[src/rtl/button_debouncer_if.sv]
// Button debouncer signal bundle: tick and raw pin in, clean level and event pulses out.
interface button_debouncer_if;
    logic slow_clk_en;
    logic btn_raw;
    logic btn_level;
    logic btn_press;
    logic btn_release;
    logic btn_long;

    modport master (
        output slow_clk_en,
        output btn_raw,
        input  btn_level,
        input  btn_press,
        input  btn_release,
        input  btn_long
    );

    modport slave (
        input  slow_clk_en,
        input  btn_raw,
        output btn_level,
        output btn_press,
        output btn_release,
        output btn_long
    );
endinterface

[src/rtl/button_debouncer.sv]
// Push-button debouncer: synchronizes a raw pin, samples it on slow ticks, and
// produces a clean level plus one-cycle press, release and long-press pulses.
module button_debouncer #(
    parameter int STABLE_TICKS   = 4,
    parameter int HOLD_TICKS     = 200,
    parameter bit BTN_ACTIVE_LOW = 1'b0
) (
    input  logic                Clk_100M,
    input  logic                pushButton_1,
    button_debouncer_if.slave   btn_if
);

    localparam int SW = $clog2(STABLE_TICKS + 1);
    localparam int HW = $clog2(HOLD_TICKS + 1);

    localparam logic          RELEASED_LVL = BTN_ACTIVE_LOW;
    localparam logic [SW-1:0] STAB_ONE     = SW'(1);
    localparam logic [SW-1:0] STAB_LAST    = SW'(STABLE_TICKS - 1);
    localparam logic [HW-1:0] HOLD_MAX     = HW'(HOLD_TICKS);
    localparam logic [HW-1:0] HOLD_LAST    = HW'(HOLD_TICKS - 1);

    typedef enum logic [1:0] {
        IDLE,
        PRESS_CHK,
        PRESSED,
        RELEASE_CHK
    } state_t;

    logic          sync1_q;
    logic          sync2_q;
    logic          pressed;

    state_t        state_q,    state_d;
    logic [SW-1:0] stab_cnt_q, stab_cnt_d;
    logic [HW-1:0] hold_cnt_q, hold_cnt_d;
    logic          level_q,    level_d;
    logic          press_q,    press_d;
    logic          release_q,  release_d;
    logic          long_q,     long_d;

    // Two-flop synchronizer; reset loads the released pin level so no false press appears.
    always_ff @(posedge Clk_100M or negedge pushButton_1) begin
        if (!pushButton_1) begin
            sync1_q <= RELEASED_LVL;
            sync2_q <= RELEASED_LVL;
        end else begin
            sync1_q <= btn_if.btn_raw;
            sync2_q <= sync1_q;
        end
    end

    assign pressed = sync2_q ^ RELEASED_LVL;

    // Next-state logic: everything advances only on tick cycles; pulses default low.
    always_comb begin
        state_d    = state_q;
        stab_cnt_d = stab_cnt_q;
        hold_cnt_d = hold_cnt_q;
        level_d    = level_q;
        press_d    = 1'b0;
        release_d  = 1'b0;
        long_d     = 1'b0;

        if (btn_if.slow_clk_en) begin
            case (state_q)
                IDLE: begin
                    if (pressed) begin
                        state_d    = PRESS_CHK;
                        stab_cnt_d = STAB_ONE;
                    end
                end

                PRESS_CHK: begin
                    if (!pressed) begin
                        state_d    = IDLE;
                        stab_cnt_d = '0;
                    end else if (stab_cnt_q == STAB_LAST) begin
                        state_d    = PRESSED;
                        stab_cnt_d = '0;
                        hold_cnt_d = '0;
                        level_d    = 1'b1;
                        press_d    = 1'b1;
                    end else begin
                        stab_cnt_d = stab_cnt_q + STAB_ONE;
                    end
                end

                PRESSED: begin
                    if (!pressed) begin
                        state_d    = RELEASE_CHK;
                        stab_cnt_d = STAB_ONE;
                    end else if (hold_cnt_q < HOLD_MAX) begin
                        hold_cnt_d = hold_cnt_q + HW'(1);
                        long_d     = (hold_cnt_q == HOLD_LAST);
                    end
                end

                RELEASE_CHK: begin
                    if (pressed) begin
                        state_d    = PRESSED;
                        stab_cnt_d = '0;
                    end else if (stab_cnt_q == STAB_LAST) begin
                        state_d    = IDLE;
                        stab_cnt_d = '0;
                        level_d    = 1'b0;
                        release_d  = 1'b1;
                    end else begin
                        stab_cnt_d = stab_cnt_q + STAB_ONE;
                    end
                end

                default: begin
                    state_d    = IDLE;
                    stab_cnt_d = '0;
                    hold_cnt_d = '0;
                    level_d    = 1'b0;
                end
            endcase
        end
    end

    // State, counters and registered outputs; reset discards any debounce progress.
    always_ff @(posedge Clk_100M or negedge pushButton_1) begin
        if (!pushButton_1) begin
            state_q    <= IDLE;
            stab_cnt_q <= '0;
            hold_cnt_q <= '0;
            level_q    <= 1'b0;
            press_q    <= 1'b0;
            release_q  <= 1'b0;
            long_q     <= 1'b0;
        end else begin
            state_q    <= state_d;
            stab_cnt_q <= stab_cnt_d;
            hold_cnt_q <= hold_cnt_d;
            level_q    <= level_d;
            press_q    <= press_d;
            release_q  <= release_d;
            long_q     <= long_d;
        end
    end

    assign btn_if.btn_level   = level_q;
    assign btn_if.btn_press   = press_q;
    assign btn_if.btn_release = release_q;
    assign btn_if.btn_long    = long_q;

endmodule

[src/flat_wrapper.sv]
// flat-port wrapper written by rule: the top's interface ports become plain ports
module button_debouncer_flat 
#(
    parameter int STABLE_TICKS   = 4,
    parameter int HOLD_TICKS     = 200,
    parameter bit BTN_ACTIVE_LOW = 1'b0
)
  (Clk_100M, pushButton_1, btn_if_slow_clk_en, btn_if_btn_raw, btn_if_btn_level, btn_if_btn_press, btn_if_btn_release, btn_if_btn_long);
  button_debouncer_if btn_if_i ();
  input  logic Clk_100M;
  input  logic pushButton_1;
  input wire logic [$bits(btn_if_i.slow_clk_en)-1:0] btn_if_slow_clk_en;
  input wire logic [$bits(btn_if_i.btn_raw)-1:0] btn_if_btn_raw;
  output wire logic [$bits(btn_if_i.btn_level)-1:0] btn_if_btn_level;
  output wire logic [$bits(btn_if_i.btn_press)-1:0] btn_if_btn_press;
  output wire logic [$bits(btn_if_i.btn_release)-1:0] btn_if_btn_release;
  output wire logic [$bits(btn_if_i.btn_long)-1:0] btn_if_btn_long;
  assign btn_if_i.slow_clk_en = btn_if_slow_clk_en;
  assign btn_if_i.btn_raw = btn_if_btn_raw;
  assign btn_if_btn_level = btn_if_i.btn_level;
  assign btn_if_btn_press = btn_if_i.btn_press;
  assign btn_if_btn_release = btn_if_i.btn_release;
  assign btn_if_btn_long = btn_if_i.btn_long;
  button_debouncer #(.STABLE_TICKS(STABLE_TICKS), .HOLD_TICKS(HOLD_TICKS), .BTN_ACTIVE_LOW(BTN_ACTIVE_LOW)) u_core (.Clk_100M(Clk_100M), .pushButton_1(pushButton_1), .btn_if(btn_if_i));
endmodule
[config.mk]
export PLATFORM = sky130hd
export DESIGN_NAME = button_debouncer_flat
export DESIGN_NICKNAME = d
export VERILOG_FILES = /design/src/rtl/button_debouncer_if.sv /design/src/rtl/button_debouncer.sv /design/src/flat_wrapper.sv
export SDC_FILE = /design/constraint.sdc
export NUM_CORES = 1
export LEC_CHECK = 0
export ABC_AREA = 1
export BUFFER_PORTS_ARGS = -buffer_cell sky130_fd_sc_hd__buf_2
export CAP_MARGIN = 15
export CORE_ASPECT_RATIO = 1.4
export CORE_MARGIN = 5
export CORE_UTILIZATION = 51
export CTS_CLUSTER_DIAMETER = 30
export DETAILED_ROUTE_END_ITERATION = 7
export PLACE_DENSITY_LB_ADDON = 0.12
export SETUP_SLACK_MARGIN = 0.4
export SYNTH_ARGS = -nofsm -noshare
export SYNTH_HDL_FRONTEND = slang
export SYNTH_SLANG_ARGS = --single-unit
[constraint.sdc]
create_clock -name Clk_100M -period 1.4 [get_ports Clk_100M]
set_clock_uncertainty 0.2 [all_clocks]
set_input_delay 0.14 -clock Clk_100M [delete_from_list [all_inputs] [get_ports Clk_100M]]
set_output_delay 0.14 -clock Clk_100M [all_outputs]
set_load 0.02 [all_outputs]
==> impl_metrics.json <==
{
  "seqPwrFrac_pct": 38.1,
  "grt_pass1_vias": 926,
  "numCtsBuffers": 3,
  "comb_power_share_pct": 48.7,
  "fmax_ghz": 0.720,
  "worst_hold_path.endpoint": "u_core.stab_cnt_q[2]$_DFFE_PN0P_",
  "syn_area_per_cell_sq_um": 8.14,
  "die_w_um": 47.3,
  "end_kind": "flop",
  "hpwl_mm": 1.51,
  "clk_pin_slew_ns": 0.10,
  "reg2reg_to": "u_core.hold_cnt_q[4]$_DFFE_PN0P_",
  "violations": "negative hold slack",
  "grt_overflow_total": 0,
  "portBuffers": 7,
  "synth_area_leaders": "dfrtp_1, nand2_1, nand3_1",
  "power_switching_mw": 0.825,
  "antenna_left": 0,
  "cts_root_buf": "clkbuf_4",
  "yosysTopAreaCellShare_pct": 47.9,
  "crit_arrival_ns": 1.42,
  "setup-violations-final": 0,
  "swShare_pct": 39.4,
  "internal_power_mw": 1.27,
  "hold_violations": 2,
  "status": "finished with violations",
  "min_from": "btn_if_slow_clk_en",
  "place_congestion": 0.843,
  "htree_levels": 1,
  "rsz0062_at_grt": "true",
  "drv_cap": 0,
  "antenna_cells": 0,
  "synth_area_sq_um": 993,
  "clk-insertion-delay-late_ns": 0.30,
  "dieArea_sq_um": 2940,
  "routed_via_density": 5.20,
  "min_period_over_period_pct": 99.1,
  "required_ns": 1.43,
  "yosysSeqAreaShare_pct": 47.9,
  "layout.core_utilization_pct": 74.9,
  "coreArea_sq_um": 1900,
  "critPathMaxFanout": 8,
  "drc": 0,
  "holdCritPathClass": "input pin to flop",
  "drt_iter0_markers": 29,
  "synthesis.nets": 128,
  "synth_seq_cells": 19,
  "grt_max_degree": 20,
  "async_reset_ff_share_pct": 100,
  "rows": 19,
  "slew_headroom_pct": 71.8,
  "p_total_mw": 2.09,
  "whs_ns": -0.0150,
  "slew_viol_final": 0,
  "vias": 930,
  "pwr_density_cell_nw_per_um2": 1470,
  "min_path_cells": 4,
  "area_delta_synth_final_pct": 43.5,
  "drive_gt1_share_pct": 48.7,
  "clk_path_buf_depth": 2,
  "routedWlPerCell_um": 13.1,
  "worst_pin_slew_ns": 0.423,
  "grt_usage_pct": 18.5,
  "synthTopCellsByCount": "nand2_1, dfrtp_1, inv_1",
  "cts.sinks": 19,
  "cts_tree": "yes",
  "synth_top_area_cell": "dfrtp_1",
  "grt_pass1_wl_mm": 4.03,
  "vdd_ir_drop_max_uv": 1080,
  "synth-edff-count": 0,
  "synth.most_common_cell": "nand2_1",
  "p_leak_nw": 0.763,
  "syn_inst": 122,
  "io_pins": 8,
  "rr_worst_depth": 7,
  "start_util_pct": 52.2,
  "antenna_found_initial": 0,
  "crit_type": "flop to flop",
  "min_period_ns": 1.39,
  "wl_mm": 2.35,
  "drtPass1Iterations": 4,
  "synthFlopType": "dfrtp_1",
  "reg2reg_from": "u_core.state_q[0]$_DFFE_PN0P_",
  "ys_warn_count": 0,
  "hold_buffers": 2,
  "synth_cell_types": 21,
  "power_frac_clock_pct": 13.1,
  "start_kind": "flop",
  "die_h_um": 62.2,
  "nets": 165,
  "reg2reg_setup_slack_ns": 0.01
}
[per-layer routing]
metal	vias up	track usage (%)	wire length, um
met4	0	8.65	69
met5	-	0	0
met3	6	1.73	56
met2	10	29.9	1300
li1	453	-	-
met1	461	23.5	919
[what timing repair did]
item                       4_1_cts  5_1_grt
resized for setup               22       20
setup endpoints to repair       21       21
buffers inserted                11        7
hold endpoints to repair        22        1
pin swaps                        9        8
[power groups by stage]
stage               Sequential, mW  Clock (mW)  Combinational, mW
finish                       0.797       0.275               1.02
global route                 0.812       0.313               1.13
CTS                          0.774       0.274              0.774
detailed placement           0.780           0              0.552
global placement             0.773           0              0.542
floorplan                    0.771           0              0.407
[state kept, by name (all words and copies together), names as in the netlist, named ones only]
name / flops
u_core.pressed: 1
u_core.stab_cnt_q: 3
u_core.btn_if.btn_level: 1
u_core.btn_if.btn_press: 1
u_core.btn_if.btn_release: 1
u_core.btn_if.btn_long: 1
u_core.state_q: 1
u_core.sync1_q: 1
u_core.hold_cnt_q: 8
[through the flow]
| step | worst slack (ns) | instances | hold WS [ns] | setup TNS (ns) | cell area, sq um |
|---|---|---|---|---|---|
| after floorplan | 0.0948 | 122 | -0.356 | 0 | 1010 |
| after global placement | 0.0221 | 155 | -0.105 | 0 | 1100 |
| after detailed placement | 0.00402 | 155 | -0.102 | 0 | 1100 |
| after CTS | 0.0218 | 172 | -0.0291 | 0 | 1310 |
| after global routing | -0.115 | 179 | -0.0325 | -0.516 | 1430 |
| final | 0.0120 | 179 | -0.0150 | 0 | 1430 |
[worst max path at each step]
stage	to	start	cells past startpoint
floorplan	u_core.hold_cnt_q[4]$_DFFE_PN0P_	u_core.stab_cnt_q[0]$_DFFE_PN0P_	6
global placement	u_core.hold_cnt_q[5]$_DFFE_PN0P_	u_core.hold_cnt_q[3]$_DFFE_PN0P_	5
detailed placement	u_core.hold_cnt_q[5]$_DFFE_PN0P_	u_core.hold_cnt_q[0]$_DFFE_PN0P_	5
CTS	u_core.hold_cnt_q[2]$_DFFE_PN0P_	u_core.hold_cnt_q[0]$_DFFE_PN0P_	7
global route	u_core.hold_cnt_q[3]$_DFFE_PN0P_	u_core.hold_cnt_q[0]$_DFFE_PN0P_	6
finish	u_core.hold_cnt_q[4]$_DFFE_PN0P_	u_core.state_q[0]$_DFFE_PN0P_	7
[worst max-delay path, cell delays in order (launching register included)]
cell and delay, ns:
dfrtp_1 0.46, inv_2 0.14, nand2_4 0.09, nor2_4 0.10, nand2_4 0.10, nand2_4 0.11
nand2_1 0.06, o21ai_1 0.06
[cells by family (layout without fill, tap and decap cells)]
logic type / after synthesis / in the layout / share of synthesized area [%]
AND/OR/NAND/NOR: 75 / 75 / 38.2
adder cells (fa/ha/maj): 2 / 2 / 2.52
XOR/XNOR: 1 / 1 / 0.882
flip-flops: 19 / 19 / 47.9
buffers and inverters: 19 / 55 / 7.18
AO/OA/AOI/OAI: 6 / 6 / 3.40
[cell type report]
class                   instances  area [sq um]
inverters                      19          76.3
multi-input cells              84           553
repair buffers                 32           264
clock buffers                   4          26.3
flip-flops and latches         19           479
fillers                       140           477
well taps                      21          26.3
[cells in the final DEF (no fill, tap or decap), drive strengths merged]
master	instances
o21ai	4
nand3	15
a21oi	2
clkbuf	4
xor2	1
nand2	41
nor3	2
dfrtp	19
inv	19
ha	2
nand4	2
buf	30
nand3b	1
nor4	1
dlygate4sd3	2
nor2	13
Note: power is estimated with default switching activity, not from simulation.
